[config.mk]
export PLATFORM = sky130hd
export DESIGN_NAME = imm_gen_stage_flat
export DESIGN_NICKNAME = d
export VERILOG_FILES = /design/src/rtl/imm_gen_stage_pkg.sv /design/src/rtl/imm_gen_stage_if.sv /design/src/rtl/imm_gen_stage_extract.sv /design/src/rtl/imm_gen_stage.sv /design/src/flat_wrapper.sv
export SDC_FILE = /design/constraint.sdc
export NUM_CORES = 1
export LEC_CHECK = 0
export BUFFER_PORTS_ARGS = -buffer_cell sky130_fd_sc_hd__buf_2
export CAP_MARGIN = 10
export CORE_MARGIN = 2
export CORE_UTILIZATION = 45
export CTS_BUF_LIST = sky130_fd_sc_hd__clkbuf_8
export CTS_CLUSTER_SIZE = 40
export DETAILED_ROUTE_END_ITERATION = 8
export SETUP_SLACK_MARGIN = 0.15
export SLEW_MARGIN = 10
export SYNTH_ARGS = -nofsm -noshare
export SYNTH_HDL_FRONTEND = slang
export SYNTH_HIERARCHICAL = 1
export SYNTH_SLANG_ARGS = --single-unit
[constraint.sdc]
create_clock -name clk -period 3.1 [get_ports clk]
set_clock_uncertainty 0.2 [all_clocks]
set_input_delay 0.62 -clock clk [delete_from_list [all_inputs] [get_ports clk]]
set_output_delay 0.62 -clock clk [all_outputs]
set_load 0.05 [all_outputs]
[src/rtl/imm_gen_stage_pkg.sv]
// Shared opcode constants, immediate format enum and the buffered entry type
// for the fetch-to-decode immediate generation stage.
package imm_pkg;

  localparam logic [6:0] OP_LOAD   = 7'b0000011;
  localparam logic [6:0] OP_IMM    = 7'b0010011;
  localparam logic [6:0] OP_IMM32  = 7'b0011011;
  localparam logic [6:0] OP_JALR   = 7'b1100111;
  localparam logic [6:0] OP_STORE  = 7'b0100011;
  localparam logic [6:0] OP_BRANCH = 7'b1100011;
  localparam logic [6:0] OP_LUI    = 7'b0110111;
  localparam logic [6:0] OP_AUIPC  = 7'b0010111;
  localparam logic [6:0] OP_JAL    = 7'b1101111;
  localparam logic [6:0] OP_SYSTEM = 7'b1110011;
  localparam logic [6:0] OP_OP     = 7'b0110011;
  localparam logic [6:0] OP_OP32   = 7'b0111011;
  localparam logic [6:0] OP_FENCE  = 7'b0001111;

  // Entries always carry the widest immediate; the top trims it to XLEN.
  localparam int XLEN_MAX = 64;

  typedef enum logic [2:0] {
    FMT_NONE  = 3'd0,
    FMT_I     = 3'd1,
    FMT_S     = 3'd2,
    FMT_B     = 3'd3,
    FMT_U     = 3'd4,
    FMT_J     = 3'd5,
    FMT_SHAMT = 3'd6,
    FMT_ZIMM  = 3'd7
  } imm_fmt_e;

  typedef struct packed {
    logic [31:0]         instr;
    logic [XLEN_MAX-1:0] imm;
    imm_fmt_e            fmt;
    logic                illegal;
  } imm_entry_t;

endpackage

[src/rtl/imm_gen_stage_if.sv]
// Instruction-in / immediate-out handshake bundle; master drives instructions
// and consumes results, slave is the immediate generation stage.
interface imm_gen_if #(parameter int XLEN = 64);
  logic            in_valid;
  logic            in_ready;
  logic [31:0]     in_instr;
  logic            out_valid;
  logic            out_ready;
  logic [XLEN-1:0] out_imm;
  logic [2:0]      out_fmt;
  logic            out_illegal;
  logic [31:0]     out_instr;

  modport master (
    output in_valid, in_instr, out_ready,
    input  in_ready, out_valid, out_imm, out_fmt, out_illegal, out_instr
  );

  modport slave (
    input  in_valid, in_instr, out_ready,
    output in_ready, out_valid, out_imm, out_fmt, out_illegal, out_instr
  );
endinterface

[src/rtl/imm_gen_stage_extract.sv]
// Combinational RV32I/RV64I immediate decoder: classifies the instruction
// format, flags unknown opcodes and builds the extended immediate.
module imm_extract
  import imm_pkg::*;
#(
  parameter int XLEN     = 64,
  parameter bit EN_ZICSR = 1'b1
) (
  input  logic [31:0]     instr,
  output logic [XLEN-1:0] imm,
  output imm_fmt_e        fmt,
  output logic            illegal
);

  logic [6:0] opcode;
  logic [2:0] funct3;
  logic       is_shift;
  logic       wide_shamt;

  assign opcode     = instr[6:0];
  assign funct3     = instr[14:12];
  assign is_shift   = (funct3 == 3'b001) || (funct3 == 3'b101);
  // Only the full-width OP-IMM shifts on RV64 use the sixth shamt bit.
  assign wide_shamt = (opcode == OP_IMM) && (XLEN == 64);

  always_comb begin
    fmt     = FMT_NONE;
    illegal = 1'b0;
    case (opcode)
      OP_LOAD, OP_JALR: fmt = FMT_I;
      OP_IMM:           fmt = is_shift ? FMT_SHAMT : FMT_I;
      OP_IMM32: begin
        if (XLEN == 32) illegal = 1'b1;
        else            fmt = is_shift ? FMT_SHAMT : FMT_I;
      end
      OP_STORE:         fmt = FMT_S;
      OP_BRANCH:        fmt = FMT_B;
      OP_LUI, OP_AUIPC: fmt = FMT_U;
      OP_JAL:           fmt = FMT_J;
      OP_SYSTEM: begin
        if (EN_ZICSR && funct3[2]) fmt = FMT_ZIMM;
      end
      OP_OP, OP_FENCE:  fmt = FMT_NONE;
      OP_OP32:          illegal = (XLEN == 32);
      default:          illegal = 1'b1;
    endcase
  end

  always_comb begin
    imm = '0;
    case (fmt)
      FMT_I:     imm = XLEN'($signed(instr[31:20]));
      FMT_S:     imm = XLEN'($signed({instr[31:25], instr[11:7]}));
      FMT_B:     imm = XLEN'($signed({instr[31], instr[7], instr[30:25], instr[11:8], 1'b0}));
      FMT_U:     imm = XLEN'($signed({instr[31:12], 12'b0}));
      FMT_J:     imm = XLEN'($signed({instr[31], instr[19:12], instr[20], instr[30:21], 1'b0}));
      FMT_SHAMT: imm = wide_shamt ? XLEN'(instr[25:20]) : XLEN'(instr[24:20]);
      FMT_ZIMM:  imm = XLEN'(instr[19:15]);
      default:   imm = '0;
    endcase
  end

endmodule

[src/rtl/imm_gen_stage.sv]
// Registered immediate generation stage: decodes each accepted instruction and
// buffers results through a main + skid entry pair under valid/ready flow control.
module imm_gen_stage
  import imm_pkg::*;
#(
  parameter int XLEN     = 64,
  parameter bit EN_ZICSR = 1'b1
) (
  input  logic     clk,
  input  logic     rst_n,
  input  logic     flush,
  imm_gen_if.slave bus
);

  logic [XLEN-1:0] dec_imm;
  imm_fmt_e        dec_fmt;
  logic            dec_illegal;
  imm_entry_t      dec_entry;

  imm_entry_t main_q, main_d;
  imm_entry_t skid_q, skid_d;
  logic       main_valid_q, main_valid_d;
  logic       skid_valid_q, skid_valid_d;
  logic       in_fire;
  logic       out_fire;

  imm_extract #(
    .XLEN     (XLEN),
    .EN_ZICSR (EN_ZICSR)
  ) u_extract (
    .instr   (bus.in_instr),
    .imm     (dec_imm),
    .fmt     (dec_fmt),
    .illegal (dec_illegal)
  );

  always_comb begin
    dec_entry.instr   = bus.in_instr;
    dec_entry.imm     = XLEN_MAX'(dec_imm);
    dec_entry.fmt     = dec_fmt;
    dec_entry.illegal = dec_illegal;
  end

  // Ready depends only on the skid register, keeping out_ready off the input path.
  assign bus.in_ready = ~skid_valid_q;
  assign in_fire      = bus.in_valid & ~skid_valid_q;
  assign out_fire     = main_valid_q & bus.out_ready;

  always_comb begin
    main_d       = main_q;
    skid_d       = skid_q;
    main_valid_d = main_valid_q;
    skid_valid_d = skid_valid_q;
    if (flush) begin
      main_valid_d = 1'b0;
      skid_valid_d = 1'b0;
    end else if (in_fire) begin
      if (!main_valid_q || out_fire) begin
        main_d       = dec_entry;
        main_valid_d = 1'b1;
      end else begin
        skid_d       = dec_entry;
        skid_valid_d = 1'b1;
      end
    end else if (out_fire) begin
      if (skid_valid_q) begin
        main_d       = skid_q;
        skid_valid_d = 1'b0;
      end else begin
        main_valid_d = 1'b0;
      end
    end
  end

  always_ff @(posedge clk or negedge rst_n) begin
    if (!rst_n) begin
      main_q       <= '0;
      skid_q       <= '0;
      main_valid_q <= 1'b0;
      skid_valid_q <= 1'b0;
    end else begin
      main_q       <= main_d;
      skid_q       <= skid_d;
      main_valid_q <= main_valid_d;
      skid_valid_q <= skid_valid_d;
    end
  end

  assign bus.out_valid   = main_valid_q;
  assign bus.out_imm     = main_q.imm[XLEN-1:0];
  assign bus.out_fmt     = main_q.fmt;
  assign bus.out_illegal = main_q.illegal;
  assign bus.out_instr   = main_q.instr;

endmodule

[src/flat_wrapper.sv]
// flat-port wrapper written by rule: the top's interface ports become plain ports
module imm_gen_stage_flat import imm_pkg::*;
#(
  parameter int XLEN     = 64,
  parameter bit EN_ZICSR = 1'b1
)
  (clk, rst_n, flush, bus_in_valid, bus_in_instr, bus_out_ready, bus_in_ready, bus_out_valid, bus_out_imm, bus_out_fmt, bus_out_illegal, bus_out_instr);
  imm_gen_if #(.XLEN(XLEN)) bus_i ();
  input  logic clk;
  input  logic rst_n;
  input  logic flush;
  input wire logic [$bits(bus_i.in_valid)-1:0] bus_in_valid;
  input wire logic [$bits(bus_i.in_instr)-1:0] bus_in_instr;
  input wire logic [$bits(bus_i.out_ready)-1:0] bus_out_ready;
  output wire logic [$bits(bus_i.in_ready)-1:0] bus_in_ready;
  output wire logic [$bits(bus_i.out_valid)-1:0] bus_out_valid;
  output wire logic [$bits(bus_i.out_imm)-1:0] bus_out_imm;
  output wire logic [$bits(bus_i.out_fmt)-1:0] bus_out_fmt;
  output wire logic [$bits(bus_i.out_illegal)-1:0] bus_out_illegal;
  output wire logic [$bits(bus_i.out_instr)-1:0] bus_out_instr;
  assign bus_i.in_valid = bus_in_valid;
  assign bus_i.in_instr = bus_in_instr;
  assign bus_i.out_ready = bus_out_ready;
  assign bus_in_ready = bus_i.in_ready;
  assign bus_out_valid = bus_i.out_valid;
  assign bus_out_imm = bus_i.out_imm;
  assign bus_out_fmt = bus_i.out_fmt;
  assign bus_out_illegal = bus_i.out_illegal;
  assign bus_out_instr = bus_i.out_instr;
  imm_gen_stage #(.XLEN(XLEN), .EN_ZICSR(EN_ZICSR)) u_core (.clk(clk), .rst_n(rst_n), .flush(flush), .bus(bus_i));
endmodule
==> flow_summary.ini <==
[global_routing]
grtUsageMet1 = 0.253
gr-total-overflow = 0
met3_usage = 0.0389
grt_max_degree = 102
grtUsageMet2 = 0.276
grt_pass1_wl_mm = 35.2
grt.total_usage = 0.179
antenna_found_initial = 0
grt_pass1_vias = 6282
top_usage_layer = met2

[timing]
clock.fmax_mhz = 420
period_share = 0.768
rsz0062_at_grt = no
fin_tns_setup_ps = 0
worst_pin_slew_ps = 668
hold_viol_final = 0
whs_ps = 172
drv_slew = 0
setup_violations = 0
relSlewSlack = 0.555
min_period_ps = 2380

[outcome]
outcome = completed

[cts]
numCtsBuffers = 36
cts.path.max_buffers = 3
cts_setup_buffers = 0
hold_buffers = 1
cts_max_level = 2
tritoncts = yes
cts.sinks = 202
clk_pin_slew_ps = 60
clkLatencyLatePin_ps = 500
root_buffer = clkbuf_8
cts_repair_resize_count = 0

[floorplan]
die_area_um2 = 25100
num_rows = 56
core_um2 = 23500
die_w_um = 158
io_pins = 139
initial_utilization = 0.457
fp.dieH_um = 158

[min_path]
hold_class = in2reg

[layout]
drive_gt1_frac = 0.628
nets = 834
final_core_util = 0.508
areaGrowthSynthToFinish_pct = 11.1
antenna_cells = 0

[place]
hpwl_mm = 13.7
place.gp.congestion = 0.781
numPortBuffers = 138

[critical_path]
cp-end-kind = register
crit_arrival_ps = 2550
cp_max_fo = 11
worstPathRequired_ps = 3270
crit_buf_inv = 1
worst_path_max_delay_cell = or4b_4
critPathLaunchType = primary input
crit_type = in2reg
crit_chain = buf_2, or4b_4, a21o_1, nand2_2, a21oi_2, a21o_1, mux2_2, mux2_4
crit_top_cell = a21o_1
crit_family = simple AND/OR/NAND/NOR gates
slowest_delay_ps = 550

[pwr]
internal_power_uw = 5060
p_clk_frac = 0.310
vdd_drop_max_mv = 0.301
power_frac_comb = 0.261
sw_frac_of_total = 0.321
power.net_switching_uw = 2390
seqPwrFrac = 0.429
p_total_uw = 7460
power_density_nw_per_um2 = 625
cellLeakagePower_uw = 0.00614

[synthesis]
ys_ff_latch = 202
netlist_instances = 674
yosysSeqAreaShare = 0.471
yosys-top-cells-area = dfrtp_1 47%, mux2_4 28%, mux2_2 10%
synth_edf_count = 0
synth.most_common_cell = dfrtp_1
synth_cell_types = 46
ys_warn_count = 6
async_flop_share = 1.00
synth.cell_area_um2 = 10700
synth_top_cell_by_area = dfrtp_1
synthTopCellsByCount = 202 x dfrtp_1, 200 x mux2_4, 100 x mux2_2
yosysTopAreaCellShare = 0.471
synth_ff_type = dfrtp_1
synth.avg_cell_area_um2 = 15.9
synth_nets = 711

[job]
drv_cap = 0

[drt]
via_per_inst = 5.06
vias = 5758
drc = 0
initialDrtViolationCount = 233
wl_mm = 21.9
wl_per_cell_um = 19.3
first_pass_iters = 7
ant_nets = 0
## area by class of cell
| class | instances | area [µm²] |
|---|---|---|
| sequential | 202 | 5050 |
| clock buffer | 44 | 606 |
| tap | 319 | 399 |
| timing repair buffer | 155 | 942 |
| multi-input combinational | 395 | 4840 |
| inverter | 7 | 26.3 |
| fill | 1995 | 11500 |
| clock inverter | 16 | 60.1 |
## power by group through the flow
stage               registers [µW]  clock network, µW  logic [µW]
global placement              3220                  0        1940
finish                        3200               2310        1950
detailed placement            3230                  0        1960
floorplan                     3880                  0         903
CTS                           3200               2400        1970
global route                  3240               2530        2060
## cells in the final DEF (no fill, tap or decap), types with 7 or more instances in the layout
cell type | Yosys | routed
a21o_1 | 21 | 21
buf_12 | 22 | 9
buf_2 | 1 | 137
buf_4 | 32 | 7
clkbuf_8 | 0 | 45
dfrtp_1 | 202 | 202
inv_1 | 7 | 23
mux2_2 | 100 | 100
mux2_4 | 200 | 200
nand2_1 | 11 | 11
## flip-flops by register name (all words and copies together), names as in the netlist
register                flops
u_core/bus.out_valid        1
u_core/skid_q             100
u_core/bus.out_fmt          3
u_core/bus.out_illegal      1
u_core/skid_valid_q         1
u_core/bus.out_imm         64
u_core/bus.out_instr       32
## routing by layer
layer  wire [µm]  share of wire
met5           0              0
met2       10000           0.46
met4         344          0.016
met3        1090          0.050
met1       10500           0.48
## per-stage QoR
step,cell area (µm²),std cells,setup slack [ps]
global placement,11200,1077,293
global route,11900,1138,624
detailed placement,11200,1077,244
floorplan,10700,674,370
finish,11900,1138,721
CTS,11900,1138,786
## cell families (layout without fill, tap and decap cells)
kind of cell           Yosys count  after routing  synth area share
AND/OR/NAND/NOR                 43             43            0.0277
AO/OA/AOI/OAI                   52             52            0.0360
multiplexers                   300            300             0.385
flip-flops                     202            202             0.471
buffers and inverters           77            222            0.0807
## worst paths after layout
path                       slack, ps                        to  depth (start not counted)            startpoint
max                              720    u_core/bus.out_imm[29]                          8       bus_in_instr[5]
min                              170       u_core/skid_valid_q                          2         bus_out_ready
max reg2reg                      860  u_core/bus.out_instr[13]                          4  u_core/bus.out_valid
min reg2reg                      300         u_core/skid_q[55]                          1     u_core/skid_q[55]
max in group asynchronous       1350     u_core/bus.out_imm[6]                          3                 rst_n
min in group asynchronous        540         u_core/skid_q[72]                          2                 rst_n
(Power assumes the default switching activity.)
